$ cat config.mk
export PLATFORM = sky130hd
export DESIGN_NAME = pipe_power_manager_flat
export DESIGN_NICKNAME = d
export VERILOG_FILES = /design/src/rtl/pipe_power_manager_pkg.sv /design/src/rtl/pipe_power_manager_if.sv /design/src/rtl/pipe_power_manager_delay_cnt.sv /design/src/rtl/pipe_power_manager.sv /design/src/flat_wrapper.sv
export SDC_FILE = /design/constraint.sdc
export NUM_CORES = 1
export LEC_CHECK = 0
export BUFFER_PORTS_ARGS = -buffer_cell sky130_fd_sc_hd__buf_2
export CAP_MARGIN = 10
export CORE_MARGIN = 8
export CORE_UTILIZATION = 55
export CTS_CLUSTER_SIZE = 8
export DETAILED_ROUTE_END_ITERATION = 16
export PLACE_DENSITY = 0.87
export SLEW_MARGIN = 20
export SYNTH_ARGS = -nofsm -noshare
export SYNTH_HDL_FRONTEND = slang
export SYNTH_SLANG_ARGS = --single-unit
$ cat constraint.sdc
create_clock -name REFCLK -period 3 [get_ports REFCLK]
set_clock_uncertainty 0.2 [all_clocks]
set_input_delay 0.6 -clock REFCLK [delete_from_list [all_inputs] [get_ports REFCLK]]
set_output_delay 0.6 -clock REFCLK [all_outputs]
set_load 0.1 [all_outputs]
$ cat src/rtl/pipe_power_manager_pkg.sv
// Shared types for the PIPE power manager: power-state codes as they appear
// on PWRDDWN/PSTATE, FSM state encoding, counter width helper and the
// mapping from a requested power state to its settled FSM state.
package pipe_power_manager_pkg;

  typedef enum logic [1:0] {
    PS_P0  = 2'b00,
    PS_P0S = 2'b01,
    PS_P1  = 2'b10,
    PS_P2  = 2'b11
  } pstate_e;

  typedef enum logic [3:0] {
    S_INIT, S_P0, S_P0S, S_P1, S_P2, S_ENTER, S_EXIT, S_DETECT, S_LOOPB
  } state_e;

  // Wide enough to hold (max latency - 1) with one bit of headroom.
  function automatic int cnt_width(input int a, input int b, input int c,
                                   input int d, input int e, input int f);
    int m;
    m = a;
    if (b > m) m = b;
    if (c > m) m = c;
    if (d > m) m = d;
    if (e > m) m = e;
    if (f > m) m = f;
    return $clog2(m) + 1;
  endfunction

  function automatic state_e settled(input pstate_e p);
    state_e s;
    case (p)
      PS_P0S:  s = S_P0S;
      PS_P1:   s = S_P1;
      PS_P2:   s = S_P2;
      default: s = S_P0;
    endcase
    return s;
  endfunction

endpackage

$ cat src/rtl/pipe_power_manager_if.sv
// MAC <-> PHY power-management bundle.
//  master (MAC side): drives PWRDDWN, RXDET_LOOPB, RXDET_O (analog comparators
//                     are bundled here for convenience); reads the status set.
//  slave  (PHY side): PSTATE, CLK_EN_INTER, CLK_EN_TRANS, RXLOOPB, TXIDLE,
//                     RXDET, PHYSTATUS.
interface pipe_power_manager_if
  import pipe_power_manager_pkg::*;
  #(parameter int LANES = 4);

  logic [1:0]       PWRDDWN;
  logic             RXDET_LOOPB;
  logic [LANES-1:0] RXDET_O;
  pstate_e          PSTATE;
  logic             CLK_EN_INTER;
  logic             CLK_EN_TRANS;
  logic [LANES-1:0] RXLOOPB;
  logic [LANES-1:0] TXIDLE;
  logic [LANES-1:0] RXDET;
  logic             PHYSTATUS;

  modport master (
    output PWRDDWN, RXDET_LOOPB, RXDET_O,
    input  PSTATE, CLK_EN_INTER, CLK_EN_TRANS, RXLOOPB, TXIDLE, RXDET, PHYSTATUS
  );

  modport slave (
    input  PWRDDWN, RXDET_LOOPB, RXDET_O,
    output PSTATE, CLK_EN_INTER, CLK_EN_TRANS, RXLOOPB, TXIDLE, RXDET, PHYSTATUS
  );

endinterface

$ cat src/rtl/pipe_power_manager_delay_cnt.sv
// Shared loadable down-counter for all power-manager latencies.
//  clk   : REFCLK
//  load  : load value (takes priority)
//  value : count to load (latency - 1)
//  tick  : decrement enable
//  done  : count is zero; the counter parks there and never wraps
module pm_delay_cnt #(
  parameter int CNT_W = 8
) (
  input  logic             clk,
  input  logic             load,
  input  logic [CNT_W-1:0] value,
  input  logic             tick,
  output logic             done
);

  logic [CNT_W-1:0] cnt;

  always_ff @(posedge clk) begin
    if (load)                   cnt <= value;
    else if (tick && cnt != '0) cnt <= cnt - 1'b1;
  end

  assign done = (cnt == '0);

endmodule

$ cat src/rtl/pipe_power_manager.sv
// Multi-lane PIPE power-state controller (REFCLK domain).
// Sequences P0/P0s/P1/P2 entry/exit with programmable latencies, receiver
// detect in P1 and loopback in P0; completion is reported on PHYSTATUS.
//  REFCLK : clock, rising edge
//  RESET  : synchronous, active high; aborts any operation, restarts init
//  bus    : slave side of pipe_power_manager_if (requests in, status out)
module pipe_power_manager
  import pipe_power_manager_pkg::*;
#(
  parameter int LANES        = 4,
  parameter int INIT_CYC     = 64,
  parameter int ENTRY_CYC    = 4,
  parameter int P0S_EXIT_CYC = 8,
  parameter int P1_EXIT_CYC  = 32,
  parameter int P2_EXIT_CYC  = 128,
  parameter int RXDET_CYC    = 16
) (
  input  logic                 REFCLK,
  input  logic                 RESET,
  pipe_power_manager_if.slave  bus
);

  localparam int CNT_W = cnt_width(INIT_CYC, ENTRY_CYC, P0S_EXIT_CYC,
                                   P1_EXIT_CYC, P2_EXIT_CYC, RXDET_CYC);
  localparam logic [CNT_W-1:0] INIT_LEN  = CNT_W'(INIT_CYC - 1);
  localparam logic [CNT_W-1:0] ENTRY_LEN = CNT_W'(ENTRY_CYC - 1);
  localparam logic [CNT_W-1:0] P0S_LEN   = CNT_W'(P0S_EXIT_CYC - 1);
  localparam logic [CNT_W-1:0] P1_LEN    = CNT_W'(P1_EXIT_CYC - 1);
  localparam logic [CNT_W-1:0] P2_LEN    = CNT_W'(P2_EXIT_CYC - 1);
  localparam logic [CNT_W-1:0] RXDET_LEN = CNT_W'(RXDET_CYC - 1);

  state_e           state;
  pstate_e          target;
  pstate_e          req;
  logic             armed;      // detect may start; re-armed by RXDET_LOOPB low
  logic             go_enter, go_exit, start_det;
  logic             cnt_load, cnt_tick, cnt_done;
  logic [CNT_W-1:0] cnt_value, exit_len;

  assign req = pstate_e'(bus.PWRDDWN);

  // Decisions shared by the counter load and the FSM so they never disagree.
  assign go_enter  = (state inside {S_P0, S_LOOPB}) && (req != PS_P0);
  assign go_exit   = (state inside {S_P0S, S_P1, S_P2}) && (req == PS_P0);
  // A power change in the same cycle takes precedence over detect.
  assign start_det = (state == S_P1) && (req != PS_P0) && bus.RXDET_LOOPB && armed;

  always_comb begin
    case (state)
      S_P0S:   exit_len = P0S_LEN;
      S_P1:    exit_len = P1_LEN;
      default: exit_len = P2_LEN;
    endcase
  end

  always_comb begin
    cnt_value = INIT_LEN;
    if (!RESET) begin
      if (go_enter)     cnt_value = ENTRY_LEN;
      else if (go_exit) cnt_value = exit_len;
      else              cnt_value = RXDET_LEN;
    end
  end

  assign cnt_load = RESET | go_enter | go_exit | start_det;
  assign cnt_tick = state inside {S_INIT, S_ENTER, S_EXIT, S_DETECT};

  pm_delay_cnt #(.CNT_W(CNT_W)) u_cnt (
    .clk   (REFCLK),
    .load  (cnt_load),
    .value (cnt_value),
    .tick  (cnt_tick),
    .done  (cnt_done)
  );

  always_ff @(posedge REFCLK) begin
    if (RESET) begin
      state            <= S_INIT;
      target           <= PS_P0;
      armed            <= 1'b1;
      bus.PSTATE       <= PS_P0;
      bus.CLK_EN_INTER <= 1'b1;
      bus.CLK_EN_TRANS <= 1'b1;
      bus.RXLOOPB      <= '0;
      bus.TXIDLE       <= '1;
      bus.RXDET        <= '0;
      bus.PHYSTATUS    <= 1'b1;
    end else begin
      bus.PHYSTATUS <= 1'b0;
      if (!bus.RXDET_LOOPB) armed <= 1'b1;
      case (state)
        S_INIT:
          if (cnt_done) begin
            state      <= S_P0;
            bus.TXIDLE <= '0;
          end else begin
            bus.PHYSTATUS <= 1'b1;
          end
        S_P0, S_LOOPB:
          if (go_enter) begin
            state       <= S_ENTER;
            target      <= req;
            bus.TXIDLE  <= '1;
            bus.RXLOOPB <= '0;
          end else if (bus.RXDET_LOOPB) begin
            state       <= S_LOOPB;
            bus.RXLOOPB <= '1;
          end else begin
            state       <= S_P0;
            bus.RXLOOPB <= '0;
          end
        S_P0S, S_P1, S_P2:
          if (go_exit) begin
            state  <= S_EXIT;
            target <= PS_P0;
            // PLL relocks during the exit latency.
            if (state == S_P2) begin
              bus.CLK_EN_INTER <= 1'b1;
              bus.CLK_EN_TRANS <= 1'b1;
            end
          end else if (start_det) begin
            state <= S_DETECT;
            armed <= 1'b0;
          end
        S_ENTER, S_EXIT:
          if (cnt_done) begin
            state         <= settled(target);
            bus.PSTATE    <= target;
            bus.PHYSTATUS <= 1'b1;
            if (target == PS_P0) bus.TXIDLE <= '0;
            if (target == PS_P2) begin
              bus.CLK_EN_INTER <= 1'b0;
              bus.CLK_EN_TRANS <= 1'b0;
            end
          end
        S_DETECT:
          if (cnt_done) begin
            state         <= S_P1;
            bus.RXDET     <= bus.RXDET_O;
            bus.PHYSTATUS <= 1'b1;
          end
        default: state <= S_INIT;
      endcase
    end
  end

endmodule
$ cat src/flat_wrapper.sv
// flat-port wrapper written by rule: the top's interface ports become plain ports
module pipe_power_manager_flat import pipe_power_manager_pkg::*;
#(
  parameter int LANES        = 4,
  parameter int INIT_CYC     = 64,
  parameter int ENTRY_CYC    = 4,
  parameter int P0S_EXIT_CYC = 8,
  parameter int P1_EXIT_CYC  = 32,
  parameter int P2_EXIT_CYC  = 128,
  parameter int RXDET_CYC    = 16
)
  (REFCLK, RESET, bus_PWRDDWN, bus_RXDET_LOOPB, bus_RXDET_O, bus_PSTATE, bus_CLK_EN_INTER, bus_CLK_EN_TRANS, bus_RXLOOPB, bus_TXIDLE, bus_RXDET, bus_PHYSTATUS);
  pipe_power_manager_if #(.LANES(LANES)) bus_i ();
  input  logic REFCLK;
  input  logic RESET;
  input wire logic [$bits(bus_i.PWRDDWN)-1:0] bus_PWRDDWN;
  input wire logic [$bits(bus_i.RXDET_LOOPB)-1:0] bus_RXDET_LOOPB;
  input wire logic [$bits(bus_i.RXDET_O)-1:0] bus_RXDET_O;
  output wire logic [$bits(bus_i.PSTATE)-1:0] bus_PSTATE;
  output wire logic [$bits(bus_i.CLK_EN_INTER)-1:0] bus_CLK_EN_INTER;
  output wire logic [$bits(bus_i.CLK_EN_TRANS)-1:0] bus_CLK_EN_TRANS;
  output wire logic [$bits(bus_i.RXLOOPB)-1:0] bus_RXLOOPB;
  output wire logic [$bits(bus_i.TXIDLE)-1:0] bus_TXIDLE;
  output wire logic [$bits(bus_i.RXDET)-1:0] bus_RXDET;
  output wire logic [$bits(bus_i.PHYSTATUS)-1:0] bus_PHYSTATUS;
  assign bus_i.PWRDDWN = bus_PWRDDWN;
  assign bus_i.RXDET_LOOPB = bus_RXDET_LOOPB;
  assign bus_i.RXDET_O = bus_RXDET_O;
  assign bus_PSTATE = bus_i.PSTATE;
  assign bus_CLK_EN_INTER = bus_i.CLK_EN_INTER;
  assign bus_CLK_EN_TRANS = bus_i.CLK_EN_TRANS;
  assign bus_RXLOOPB = bus_i.RXLOOPB;
  assign bus_TXIDLE = bus_i.TXIDLE;
  assign bus_RXDET = bus_i.RXDET;
  assign bus_PHYSTATUS = bus_i.PHYSTATUS;
  pipe_power_manager #(.LANES(LANES), .INIT_CYC(INIT_CYC), .ENTRY_CYC(ENTRY_CYC), .P0S_EXIT_CYC(P0S_EXIT_CYC), .P1_EXIT_CYC(P1_EXIT_CYC), .P2_EXIT_CYC(P2_EXIT_CYC), .RXDET_CYC(RXDET_CYC)) u_core (.REFCLK(REFCLK), .RESET(RESET), .bus(bus_i));
endmodule
* Yosys cells after proc, flatten, opt, wreduce, memory -nomap -nowiden
Index checks and enable logic that the tools add are counted.
** Operators by class
- Add/sub/neg operators :: 1
- Equal/unequal tests :: 20
- Multiplexer cells :: 37
- Bitwise gates (word level) :: 3
- Reductions and logical operators :: 29
** Operators by type and width (count)
- $mux 4 :: 13
- $mux 8 :: 4
- $pmux 4 s5 :: 1
- $eq 4x3->1 const B :: 4
- $ne 2x1->1 const B :: 8
- $pmux 7 s2 :: 1
- $pmux 4 s3 :: 1
- $mux 1 :: 10
- $reduce_and 5->1 :: 2
- $reduce_bool 2->1 :: 5
- $pmux 3 s3 :: 1
- $eq 4x2->1 const B :: 2
- $logic_not 8->1 :: 1
- $reduce_bool 8->1 :: 1
- $sub 8x1->8 const B :: 1
- $mux 7 :: 1
- $logic_and 1x1->1 :: 6
- $reduce_bool 3->1 :: 2
- $reduce_or 3->1 :: 2
- $eq 2x2->1 const B :: 2
- $eq 4x1->1 const B :: 1
- $eq 4x4->1 const B :: 1
- $logic_not 2->1 :: 2
- $logic_not 4->1 :: 1
- other kinds (11) :: 17
** Word-level totals
- Flip-flop bits (word level) :: 31
- Output and inout bits :: 17

* Depth between registers and ports, before layout
- Depth in word-level cells :: 7
- Gate-level depth with buffers :: 6
- Depth with buffers taken out :: 6

* By module
From an unflattened synthesis, not the netlist that was laid out.
** Unflattened totals
- Cells, all modules :: 204
- Area, all modules :: 1711.6 µm²
** Modules (own cells, without submodules)
- pipe_power_manager :: times used 1, cells each 151, area an instance 1212.4 µm², seq. area each 340.3 µm²
- pm_delay_cnt :: times used 1, cells each 53, area an instance 499.2 µm², seq. area each 240.2 µm²

* Worst setup path after synthesis
No wires, ideal clock.
- Path kind :: register -> output
- From :: register u_core.bus.TXIDLE[2] (netlist name)
- To :: output bus_TXIDLE[1]
- Arrival :: 1.410 ns
- Data required time :: 2.200 ns
- Slack :: 0.790 ns
- Cell stages (with the launch flop) :: 2
- Buffers on the path :: 1
- Path through :: dfxtp_1 buf_4
** RTL lines
- end, declared :: RTL line flat_wrapper.sv:23 : output wire logic [$bits(bus_i.TXIDLE)-1:0] bus_TXIDLE;

* Worst setup path after layout
- From :: register u_core.state[3]
- To :: register u_core.u_cnt.cnt[3], enable pin
** Between the ends
- Cells in the longest elaborated chain, start to end :: 7
- Elaborated cells on any way between the ends :: 22
- Classes of those cells :: eq/ne (8); bitwise (3); reduce/logical (11)
** Ends and longest elaborated chain
- start, declared :: RTL line pipe_power_manager.sv:32 : state_e state;
- start signal, assigned :: RTL line pipe_power_manager.sv:127 : state <= settled(target);
- $eq 4x1->1 / $eq 4x4->1 (equally long branches) :: RTL line pipe_power_manager.sv:43 : assign go_enter = (state inside {S_P0, S_LOOPB}) && (req != PS_P0);
- $reduce_bool 2->1 :: RTL line pipe_power_manager.sv:43
- $logic_and 1x1->1 :: RTL line pipe_power_manager.sv:43
- $or 1x1->1 (3 in series) :: RTL line pipe_power_manager.sv:65 : assign cnt_load = RESET | go_enter | go_exit | start_det;
- $reduce_bool 2->1 (no line) (*)
- end signal, assigned :: RTL line pipe_power_manager_delay_cnt.sv:20 : if (load) cnt <= value;
- end signal, assigned :: RTL line pipe_power_manager_delay_cnt.sv:21 : else if (tick && cnt != '0) cnt <= cnt - 1'b1;
- end, declared :: RTL line pipe_power_manager_delay_cnt.sv:17 : logic [CNT_W-1:0] cnt;
Every way passes the cells marked *; elsewhere a longest branch is shown, timed or not.
A chain may end at the register's enable or synchronous reset.

==> impl_summary.md <==
Finish
After the flow finishes, the layout carries non-filler instances totaling 221. The multi-input combinational cells in the finished layout cover a total of 936 um2. The net count reported at finish is 204. The footprint of the flip-flops and latches is 581 um2. The fraction of layout cells with a size suffix above 1 is 23.4%. 0 antenna diodes ended up in the layout.

The area growth from synthesis to layout is 5.51%. The final-layout fill cell count is 269.

Clock network
The number of clock buffers added by TritonCTS is 3. The root buffer selected by CTS is clkbuf_4. TritonCTS built the clock tree. For this design, the sink count on the clock tree is 25. In this run the post-CTS setup repair buffer count came out at 0. The clock input transition at the sequential cells of the worst setup and hold paths is 150 ps. In this run the number of H-tree levels came out at 1.

The clock reaches the later pin of the worst-skew pair after 340 ps. The number of gates given a new drive strength after cts is 0. The total of hold buffers inserted after clock tree synthesis is 0. The longest clock path from root to sink contains 2 buffers.

Synthesis
In the synthesized netlist, the number of instances is 174. The number of nets in the synthesized netlist is 189. The count of flip-flops with a built-in enable after synthesis is 8. The cell area after synthesis is 1660 um2.

The number of distinct standard cells referenced by the synthesized netlist is 58. For this run, the register share of the synthesized area comes to 35.0%. For this run, the number of Yosys warnings is 0. The flip-flop cell with the highest count after synthesis is dfxtp_1. Counting flops with an async set or reset pin after synthesis yields a share of 0%. The average instance in the mapped netlist occupies 9.54 um2.

The synthesis-stage register bit count is 25.

Flow run
The number of maximum-capacitance violations is 0.

Route
The aggregate routed wire length is 3570 um. The number of vias after detailed routing is 1,347. The uppermost layer routed is met4. The final routed wire length divided by cell count is 16.2 um.

The antenna violation net count after detailed routing is 0. The detail-routed via count per cell is 6.10. The wire length the detailed router placed on met1 is 1510 um.

The met2 routed wirelength is 1720 um. After detailed routing, the number of remaining DRC violations is 0. Wire segments on met3 add up to 286 um in the final route. The number of DRC violations after detailed-routing iteration 0 is 109. The number of search-and-repair iterations in the first detailed-routing pass is 4.

Global route
Entering global routing, the biggest net connects 31 pins. The number of antenna violations at the first check in global routing is 0. In the global route stage, overall resource usage came out at 14.1%. The final global-route overflow total is 0. The first global-routing pass estimated 5730 um of wire. The number of global-route vias before repair is 1,209.

Place
The count of port buffers added during placement is 25. The pre-CTS worst setup slack is 575 ps. The congestion estimate from routability-driven global placement came to 0.831. The placed instance count is 217. Once detailed placement completed, the half-perimeter wirelength came to 2660 um.

Worst setup path
The worst setup path is captured at a register. The classification of the worst setup path is register to register. The launching element type of the critical path is a register. The maximum fanout count along the critical path is 15. The data required time of the worst path is 2860 ps. The arrival time at the worst endpoint is 2320 ps.

Power and ir drop
Summed over all cells, the static leakage comes to 0.716 nW. Sequential cells account for 39.8% of the total power. The design draws 0.00145 W. The clock share of power is 11.2%. VDD sags by at most 0.000380 V.

The power share of the combinational group is 49.0%. For this design the total switching power over the nets is 0.000648 W. The power per cell area is 828 nW/um2. The switching fraction of total power is 44.7%. The cell-internal power is 0.000802 W.

STA
The number of slew-limit violations in the final report is 0. Setup violations remaining at the end of the flow were counted as 0. In this run the tightest slew margin relative to its limit is 55.9%.

The post-route setup TNS is 0 ps. Setup repair after global routing left no endpoint under its margin. The final critical-path required period is 2460 ps.

The maximum clock frequency is 407 MHz. The worst path uses 81.9% of the clock period. The number of hold violations in the final report is 0. The final worst-path setup slack is 542 ps. The transition time of the tightest slew-check pin is 661 ps. Hold is met by 278 ps.

Floorplanning
The die covers 5030 um2. The total number of placement rows is 20. In this run the vertical extent of the chip is 70.9 um. The placeable core area is 2950 um2. The starting density of the core is 56.2%. From left edge to right edge, the die measures 70.9 um. During I/O placement, the number of pins put on the boundary was 26.

Min path
The classification of the worst-slack hold path is input pin to register.

Status
The flow ran to the end, and the final reports show no timing, DRC or antenna violations.
## critical path: stages (launching register included)
cell,delay (ps)
dfxtp_1,730
nor2_1,190
a21oi_2,360
a21boi_2,170
or3b_1,530
## Yosys cell counts (all sizes together) (3+ instances only)
| cell | instances | area, um2 |
|---|---|---|
| buf | 11 | 83.8 |
| inv | 6 | 22.5 |
| o211ai | 3 | 22.5 |
| o21bai | 3 | 22.5 |
| or3 | 3 | 23.8 |
| ha | 6 | 75.1 |
| dfxtp | 17 | 340 |
| edfxtp | 8 | 240 |
| mux2i | 9 | 90.1 |
| xnor2 | 4 | 35.0 |
| nand2 | 5 | 18.8 |
| a21oi | 9 | 48.8 |
| o221ai | 3 | 26.3 |
| nand3 | 5 | 25.0 |
| a221o | 3 | 31.3 |
| o31ai | 3 | 22.5 |
| clkbuf | 6 | 36.3 |
| o21ai | 4 | 20.0 |
| or2 | 3 | 18.8 |
| nor3 | 6 | 35.0 |
| nor2b | 4 | 25.0 |
| nor2 | 18 | 67.6 |
## power by group through the flow
stage          clock, W  sequential [W]  combinational, W
2_1_floorplan         0        0.000551          0.000603
3_3_place_gp          0        0.000578          0.000685
3_5_place_dp          0        0.000584          0.000699
4_1_cts        0.000165        0.000576          0.000706
5_1_grt        0.000176        0.000593          0.000764
6_report       0.000162        0.000577          0.000711
## state kept, by name, summed over array words and instances (netlist names)
name / count
u_core.bus.RXLOOPB: 1
u_core.bus.CLK_EN_INTER: 1
u_core.armed: 1
u_core.bus.PHYSTATUS: 1
u_core.bus.RXDET: 4
u_core.target: 2
u_core.u_cnt.cnt: 8
u_core.bus.TXIDLE: 1
u_core.state: 4
u_core.bus.PSTATE: 2
## cells by family after synthesis
logic type               after synthesis  share of synthesized area (%)
AO/OA/AOI/OAI                         43                           19.6
XOR/XNOR                               6                           3.17
adder cells (fa/ha/maj)                7                           5.13
buffers and inverters                 23                           8.60
flip-flops                            25                           35.0
multiplexers                          10                           6.11
AND/OR/NAND/NOR                       60                           22.4
## layer usage
layer	global-route usage, %	up-vias
li1	-	665
met1	16.6	620
met2	23.7	57
met3	3.81	5
met4	5.54	0
met5	0	-
## cell type report
| cell class | instances | share of cell area, % |
|---|---|---|
| clock buffers | 3 | 1.29 |
| flip-flops and latches | 25 | 33.2 |
| inverters | 6 | 1.29 |
| well taps | 33 | 2.36 |
| repair buffers | 27 | 8.01 |
| multi-input cells | 126 | 53.5 |
| clock inverters | 1 | 0.429 |
## worst paths after layout
check | startpoint | to | slack, ps | depth (start not counted)
setup / recovery | u_core.state[3] | u_core.u_cnt.cnt[3] | 540 | 4
hold / removal | bus_RXDET_O[3] | u_core.bus.RXDET[3] | 280 | 3
setup reg to reg | u_core.state[3] | u_core.u_cnt.cnt[3] | 540 | 4
hold reg to reg | u_core.bus.RXLOOPB[2] | u_core.bus.RXLOOPB[2] | 300 | 2
## through the flow
step | area [um2] | utilization, %
5_1_grt | 1750 | 59.3
3_3_place_gp | 1720 | 58.3
4_1_cts | 1750 | 59.3
2_1_floorplan | 1660 | -
3_5_place_dp | 1720 | 58.3
6_report | 1750 | 59.3
## placed cells by master, fill, tap and decap left out, types with 2 or more instances in the layout
| cell type | n |
|---|---|
| a21oi_1 | 8 |
| a221o_1 | 2 |
| a31oi_1 | 2 |
| buf_2 | 25 |
| buf_4 | 2 |
| clkbuf_4 | 3 |
| dfxtp_1 | 17 |
| edfxtp_1 | 8 |
| ha_1 | 6 |
| inv_1 | 6 |
| mux2i_1 | 9 |
| nand2_1 | 5 |
| nand2b_1 | 2 |
| nand3_1 | 5 |
| nand4_1 | 2 |
| nor2_1 | 18 |
| nor2b_1 | 4 |
| nor3_1 | 5 |
| nor4b_4 | 2 |
| o211ai_1 | 3 |
| o21ai_0 | 4 |
| o21bai_1 | 3 |
| o221ai_1 | 3 |
| o31ai_1 | 3 |
| o32ai_1 | 2 |
| or2_1 | 2 |
| or3_1 | 2 |
| or3b_1 | 2 |
| or4_1 | 2 |
| xnor2_1 | 4 |
| xor2_1 | 2 |
No activity file was read; power rests on OpenSTA's default activity.
